===== src/rtl/tx_mac_pad_fcs.sv =====
// Ethernet transmit MAC: preamble/SFD insertion, zero padding, CRC-32 FCS and
// inter-frame gap, paced by the PHY adapter's byte-slot enable.
module tx_mac_pad_fcs #(
  parameter int DATA_WIDTH      = 8,
  parameter int PREAMBLE_BYTES  = 7,
  parameter int MIN_FRAME_BYTES = 60,
  parameter int PAD_EN          = 1,
  parameter int CRC_EN          = 1,
  parameter int IFG_BYTES       = 12,
  parameter int STAT_WIDTH      = 16
) (
  input  logic                  clk,
  input  logic                  reset,
  input  logic [DATA_WIDTH-1:0] s_tx_axis_tdata,
  input  logic                  s_tx_axis_tvalid,
  input  logic                  s_tx_axis_tlast,
  input  logic                  s_tx_axis_tuser,
  output logic                  s_tx_axis_trdy,
  input  logic                  rgmii_mac_tx_rdy,
  input  logic                  mii_select,
  output logic [DATA_WIDTH-1:0] rgmii_mac_tx_data,
  output logic                  rgmii_mac_tx_dv,
  output logic                  rgmii_mac_tx_er,
  output logic                  mii_mode,
  output logic [STAT_WIDTH-1:0] frame_cnt,
  output logic [STAT_WIDTH-1:0] err_cnt,
  output logic [2:0]            dbg_state
);

  localparam int               BC_W     = $clog2(MIN_FRAME_BYTES + 1);
  localparam logic [BC_W-1:0]  MIN_BC   = BC_W'(MIN_FRAME_BYTES);
  localparam logic [7:0]       PRE_LAST = 8'(PREAMBLE_BYTES - 1);
  localparam logic [7:0]       IFG_LAST = 8'(IFG_BYTES - 1);

  typedef enum logic [2:0] {
    S_IDLE, S_PREAMBLE, S_SFD, S_PAYLOAD, S_DRAIN, S_PAD, S_FCS, S_IFG
  } state_t;

  // Stream handshake: a byte transfers on a clock edge where tvalid and trdy
  // are both 1; trdy is only offered in PAYLOAD/DRAIN and only in a PHY slot.

  state_t                state, state_nxt, after_fill;
  logic [7:0]            slot_cnt;
  logic [BC_W-1:0]       byte_cnt, byte_cnt_inc;
  logic [31:0]           crc, fcs;
  logic                  bad, frame_bad, slot, start, ifg_entry;
  logic [DATA_WIDTH-1:0] data_nxt;
  logic                  dv_nxt, er_nxt;

  function automatic logic [31:0] crc_next(input logic [31:0] c, input logic [7:0] d);
    logic [31:0] r;
    r = c;
    for (int i = 0; i < 8; i++)
      r = (r[0] ^ d[i]) ? ((r >> 1) ^ 32'hEDB88320) : (r >> 1);
    return r;
  endfunction

  assign slot           = rgmii_mac_tx_rdy;
  assign s_tx_axis_trdy = ((state == S_PAYLOAD) || (state == S_DRAIN)) && slot;
  assign byte_cnt_inc   = (byte_cnt == MIN_BC) ? byte_cnt : byte_cnt + BC_W'(1);
  assign after_fill     = (CRC_EN != 0) ? S_FCS : S_IFG;
  assign fcs            = ~crc;
  assign start          = slot && (state_nxt == S_PREAMBLE) && (state != S_PREAMBLE);
  assign ifg_entry      = slot && (state_nxt == S_IFG) && (state != S_IFG);
  // An error on the closing byte must still count the frame as bad.
  assign frame_bad      = bad || ((state == S_PAYLOAD) && (!s_tx_axis_tvalid || s_tx_axis_tuser));
  assign dbg_state      = state;

  always_ff @(posedge clk or posedge reset) begin
    if (reset) state <= S_IDLE;
    else       state <= state_nxt;
  end

  always_comb begin
    state_nxt = state;
    if (slot) begin
      case (state)
        S_IDLE:     if (s_tx_axis_tvalid) state_nxt = S_PREAMBLE;
        S_PREAMBLE: if (slot_cnt == PRE_LAST) state_nxt = S_SFD;
        S_SFD:      state_nxt = S_PAYLOAD;
        S_PAYLOAD: begin
          if (!s_tx_axis_tvalid) state_nxt = S_DRAIN;
          else if (s_tx_axis_tlast)
            state_nxt = ((PAD_EN != 0) && (byte_cnt_inc < MIN_BC)) ? S_PAD : after_fill;
        end
        S_DRAIN:    if (s_tx_axis_tvalid && s_tx_axis_tlast) state_nxt = S_IFG;
        S_PAD:      if (byte_cnt_inc == MIN_BC) state_nxt = after_fill;
        S_FCS:      if (slot_cnt == 8'd3) state_nxt = S_IFG;
        // A frame already waiting starts straight after the last gap slot.
        S_IFG:      if (slot_cnt == IFG_LAST)
                      state_nxt = s_tx_axis_tvalid ? S_PREAMBLE : S_IDLE;
        default:    state_nxt = S_IDLE;
      endcase
    end
  end

  always_comb begin
    data_nxt = '0;
    dv_nxt   = 1'b0;
    er_nxt   = 1'b0;
    case (state)
      S_PREAMBLE: begin data_nxt = 8'h55; dv_nxt = 1'b1; end
      S_SFD:      begin data_nxt = 8'hD5; dv_nxt = 1'b1; end
      S_PAYLOAD: begin
        dv_nxt = 1'b1;
        if (s_tx_axis_tvalid) begin
          data_nxt = s_tx_axis_tdata;
          er_nxt   = s_tx_axis_tuser;
        end else begin
          er_nxt   = 1'b1;
        end
      end
      S_PAD:      dv_nxt = 1'b1;
      S_FCS: begin
        dv_nxt = 1'b1;
        case (slot_cnt[1:0])
          2'd0:    data_nxt = fcs[7:0];
          2'd1:    data_nxt = fcs[15:8];
          2'd2:    data_nxt = fcs[23:16];
          default: data_nxt = fcs[31:24];
        endcase
      end
      default: ;
    endcase
  end

  always_ff @(posedge clk or posedge reset) begin
    if (reset) begin
      rgmii_mac_tx_data <= '0;
      rgmii_mac_tx_dv   <= 1'b0;
      rgmii_mac_tx_er   <= 1'b0;
      mii_mode          <= 1'b0;
      frame_cnt         <= '0;
      err_cnt           <= '0;
      crc               <= 32'hFFFFFFFF;
      byte_cnt          <= '0;
      slot_cnt          <= '0;
      bad               <= 1'b0;
    end else if (slot) begin
      rgmii_mac_tx_data <= data_nxt;
      rgmii_mac_tx_dv   <= dv_nxt;
      rgmii_mac_tx_er   <= er_nxt;
      slot_cnt          <= (state_nxt != state) ? 8'd0 : slot_cnt + 8'd1;
      if (start) begin
        crc      <= 32'hFFFFFFFF;
        byte_cnt <= '0;
        bad      <= 1'b0;
        mii_mode <= mii_select;
      end else if ((state == S_PAYLOAD) && s_tx_axis_tvalid) begin
        crc      <= crc_next(crc, s_tx_axis_tdata);
        byte_cnt <= byte_cnt_inc;
        if (s_tx_axis_tuser) bad <= 1'b1;
      end else if (state == S_PAYLOAD) begin
        bad      <= 1'b1;
      end else if (state == S_PAD) begin
        crc      <= crc_next(crc, 8'h00);
        byte_cnt <= byte_cnt_inc;
      end
      if (ifg_entry) begin
        if (frame_bad) err_cnt   <= err_cnt + STAT_WIDTH'(1);
        else           frame_cnt <= frame_cnt + STAT_WIDTH'(1);
      end
    end
  end

endmodule


===== config.mk =====
export PLATFORM = sky130hd
export DESIGN_NAME = tx_mac_pad_fcs
export DESIGN_NICKNAME = d
export VERILOG_FILES = /design/src/rtl/tx_mac_pad_fcs.sv
export SDC_FILE = /design/constraint.sdc
export NUM_CORES = 1
export LEC_CHECK = 0
export CORE_MARGIN = 5
export CORE_UTILIZATION = 55
export DETAILED_ROUTE_END_ITERATION = 10
export GPL_ROUTABILITY_DRIVEN = 0
export GPL_TIMING_DRIVEN = 1
export PLACE_DENSITY = 0.77
export SYNTH_ARGS = -nofsm -noshare
export SYNTH_HDL_FRONTEND = slang
export SYNTH_SLANG_ARGS = --single-unit

===== constraint.sdc =====
create_clock -name clk -period 4.4 [get_ports clk]
set_input_delay 0.88 -clock clk [delete_from_list [all_inputs] [get_ports clk]]
set_output_delay 0.88 -clock clk [all_outputs]
set_load 0.02 [all_outputs]

==> impl_metrics.toml <==
[outcome]
status = "finished, final reports clean"

[global_routing]
grtUsageTotal_pct = 23.4
grt_max_degree = 47
grt_pass1_wl_um = 27000
grt_overflow = 0
antenna_found_initial = 0
grt_pass1_vias = 5268

[floorplanning]
die_y_um = 117
rows = 39
dieArea_mm2 = 0.0138
die_w_um = 117
io_pins = 62
initial_utilization_pct = 55.8
fp.coreArea_mm2 = 0.0114

[synth]
yosys_warnings = 0
synth_edf_count = 0
synth.avg_cell_area_um2 = 9.08
yosysTopAreaCell = "dfrtp_1"
ys_top_cells_by_area = "dfrtp_1, xnor2_1, dfstp_2, xor2_1, o21ai_0"
yosysMostFrequentCell = "xnor2_1"
ys_seq_elements = 93
synth-main-ff-cell = "dfrtp_1"
yosysTopAreaCellShare_pct = 24.0
netlist_instances = 699
synthTopCellsByCount = "xnor2_1, dfrtp_1, nand2_1, o21ai_0, nor2_1"
yosysSeqAreaShare_pct = 37.3
async_flop_share_pct = 100
yosysUniqueCellTypes = 64
syn_nets = 722
synthesis.area_mm2 = 0.00635

[timing]
grt_setup_unrepaired = "false"
setup_viol = 0
fin_setup_tns_ps = 0
clock_skew_ps = 6.54
worst_slew_pin_slew_ps = 749
finalCritPeriodShare_pct = 77.7
maxSlewViolCount = 0
timing.fmax_mhz = 292
hold_viol_final = 0
period_needed_ps = 3420
slew_headroom_pct = 50.0
whs_ps = 467

[clocking]
cts_resized = 0
cts_hold_buf = 0
clockBufferDepth = 2
cts_max_level = 3
cts_tree = "done"
clk_pin_slew_ps = 60
clkSinkCount = 93
cts_buffers = 9
cts-root-buf = "clkbuf_16"
post-cts-setup-buffer-count = 0
clk_latency_ps = 350

[layout]
utilization_pct = 64.1
drive_above_1_share_pct = 10.1
diodes = 0
fill_cells = 942
regArea_mm2 = 0.00237
nets = 757
area_growth_pct = 14.8
multiInputGateArea_mm2 = 0.00370
fin_cells = 882

[worst_setup_path]
r2r_setup_slack_ps = 1080
critPathKind = "in2reg"
slowest_delay_ps = 720
cp_top_family = "buffers and inverters"
crit_path_max_fanout = 18
crit_chain = "clkdlybuf4s50_1, nor2b_1, nand2_1, nor2_1, a32o_1, a2bb2oi_2, buf_4, nand2_1, mux2_2"
critical_path_depth = 9
regToRegEndpoint = "frame_cnt[1]$_DFFE_PP0P_"
cp_common_cell = "nand2_1"
cp_num_buf_inv = 2
start_kind = "input pin"
required_ps = 4630
reg2reg_from = "slot_cnt[0]$_DFFE_PP0P_"
slowest_stage = "clkdlybuf4s50_1"
cp.arrival_ps = 3650
r2r_cells = 9
endpoint_kind = "flop"

[detailed_routing]
vias = 5283
first_iter_violations = 457
vias_per_cell = 5.99
wl_um = 16000
wl_per_cell_um = 18.1
dr.pass1.iters = 5
ant_nets = 0
route.detailed.drc = 0

[power]
power_density_mw_per_mm2 = 822
p_int_mw = 3.29
sw_frac_of_total_pct = 45.0
clkPwrFrac_pct = 13.3
finalPower_mw = 5.99
p_switching_mw = 2.70
peakVddDrop_mv = 0.413
p_seq_share_pct = 28.2
p_leak_nw = 2.90
pwr-share-comb_pct = 58.6

[place]
placed_cells = 866
hpwl_um = 11300
port_buffers = 61

[flow_run]
max_cap_viol_count = 0

[min_path]
holdPathStages = 1
hp-start = "frame_cnt[15]$_DFFE_PP0P_"
hold_class = "reg2reg"
whs_endpoint = "frame_cnt[15]$_DFFE_PP0P_"
cell type report:
| type | count | area share [%] |
|---|---|---|
| Multi-Input combinational cell | 545 | 50.7 |
| Sequential cell | 93 | 32.5 |
| Timing Repair Buffer | 72 | 9.51 |
| Clock buffer | 11 | 3.33 |
| Tap cell | 143 | 2.46 |
| Clock inverter | 5 | 0.807 |
| Inverter | 13 | 0.687 |
cells in the final DEF (no fill, tap or decap), types with 3 or more instances in the layout:
| master | instances |
|---|---|
| a21oi_1 | 33 |
| a31oi_1 | 8 |
| a32o_1 | 5 |
| and2_1 | 5 |
| and3_1 | 20 |
| and4_1 | 5 |
| buf_4 | 11 |
| clkbuf_16 | 9 |
| clkdlybuf4s50_1 | 61 |
| dfrtp_1 | 61 |
| dfstp_2 | 32 |
| ha_1 | 8 |
| inv_1 | 10 |
| nand2_1 | 58 |
| nand2b_1 | 5 |
| nand3_1 | 21 |
| nand3_2 | 3 |
| nand4_1 | 17 |
| nor2_1 | 50 |
| nor2b_1 | 10 |
| nor3_1 | 18 |
| o21ai_0 | 57 |
| o221ai_1 | 4 |
| o22ai_1 | 9 |
| o31a_1 | 3 |
| o31ai_1 | 4 |
| xnor2_1 | 113 |
| xor2_1 | 48 |
power by group through the flow:
stage / Sequential, mW / Clock (mW) / Combinational [mW]
floorplan: 1.49 / 0 / 2.86
global placement: 1.67 / 0 / 3.35
detailed placement: 1.69 / 0 / 3.45
CTS: 1.67 / 0.812 / 3.48
global route: 1.73 / 0.847 / 3.85
finish: 1.69 / 0.796 / 3.51
worst reg2reg max path, delay by kind of cell (launching register included):
| kind | cells | cell delay, ps |
|---|---|---|
| flip-flops | 1 | 440 |
| adder cells (fa/ha/maj) | 1 | 480 |
| AND/OR/NAND/NOR | 3 | 630 |
| AO/OA/AOI/OAI | 3 | 1070 |
| multiplexers | 1 | 290 |
| buffers and inverters | 1 | 320 |
layer usage:
metal / routed length [µm] / GRT usage (%) / vias to the layer above / share of wire [%]
li1: - / - / 2484 / -
met1: 7040 / 33.2 / 2550 / 44
met2: 7460 / 36.4 / 214 / 47
met3: 1180 / 4.43 / 35 / 7.4
met4: 279 / 7.32 / 0 / 1.7
met5: 0 / 0 / - / 0
cells by family (layout without fill, tap and decap cells):
group | after synthesis | count (layout) | synth area share [%]
AND/OR/NAND/NOR | 223 | 223 | 17.9
XOR/XNOR | 165 | 165 | 23.6
AO/OA/AOI/OAI | 144 | 144 | 14.3
flip-flops | 93 | 93 | 37.3
buffers and inverters | 61 | 101 | 4.47
adder cells (fa/ha/maj) | 8 | 8 | 1.58
multiplexers | 5 | 5 | 0.848
registers in the layout, summed over array words and instances (netlist names):
| name | count |
|---|---|
| byte_cnt | 6 |
| frame_cnt | 16 |
| rgmii_mac_tx_data | 8 |
| bad | 1 |
| dbg_state | 3 |
| mii_mode | 1 |
| rgmii_mac_tx_er | 1 |
| err_cnt | 16 |
| crc | 32 |
| rgmii_mac_tx_dv | 1 |
| slot_cnt | 8 |
per-stage QoR:
step                      instance area (µm²)  setup slack, ps
after global placement                   6990              784
after floorplan                          6350             1150
after detailed placement                 6990              696
after global routing                     7290              783
after CTS                                7290             1010
final                                    7290              979
how the worst max path moves through the flow:
stage | endpoint | start | slack, ps
floorplan | bad$_DFFE_PP0P_ | reset | 1150
global placement | frame_cnt[1]$_DFFE_PP0P_ | s_tx_axis_tvalid | 780
detailed placement | frame_cnt[1]$_DFFE_PP0P_ | s_tx_axis_tvalid | 700
CTS | s_tx_axis_trdy | rgmii_mac_tx_rdy | 1010
global route | frame_cnt[1]$_DFFE_PP0P_ | s_tx_axis_tvalid | 780
finish | frame_cnt[1]$_DFFE_PP0P_ | s_tx_axis_tvalid | 980
Note: power is estimated with default switching activity, not from simulation.
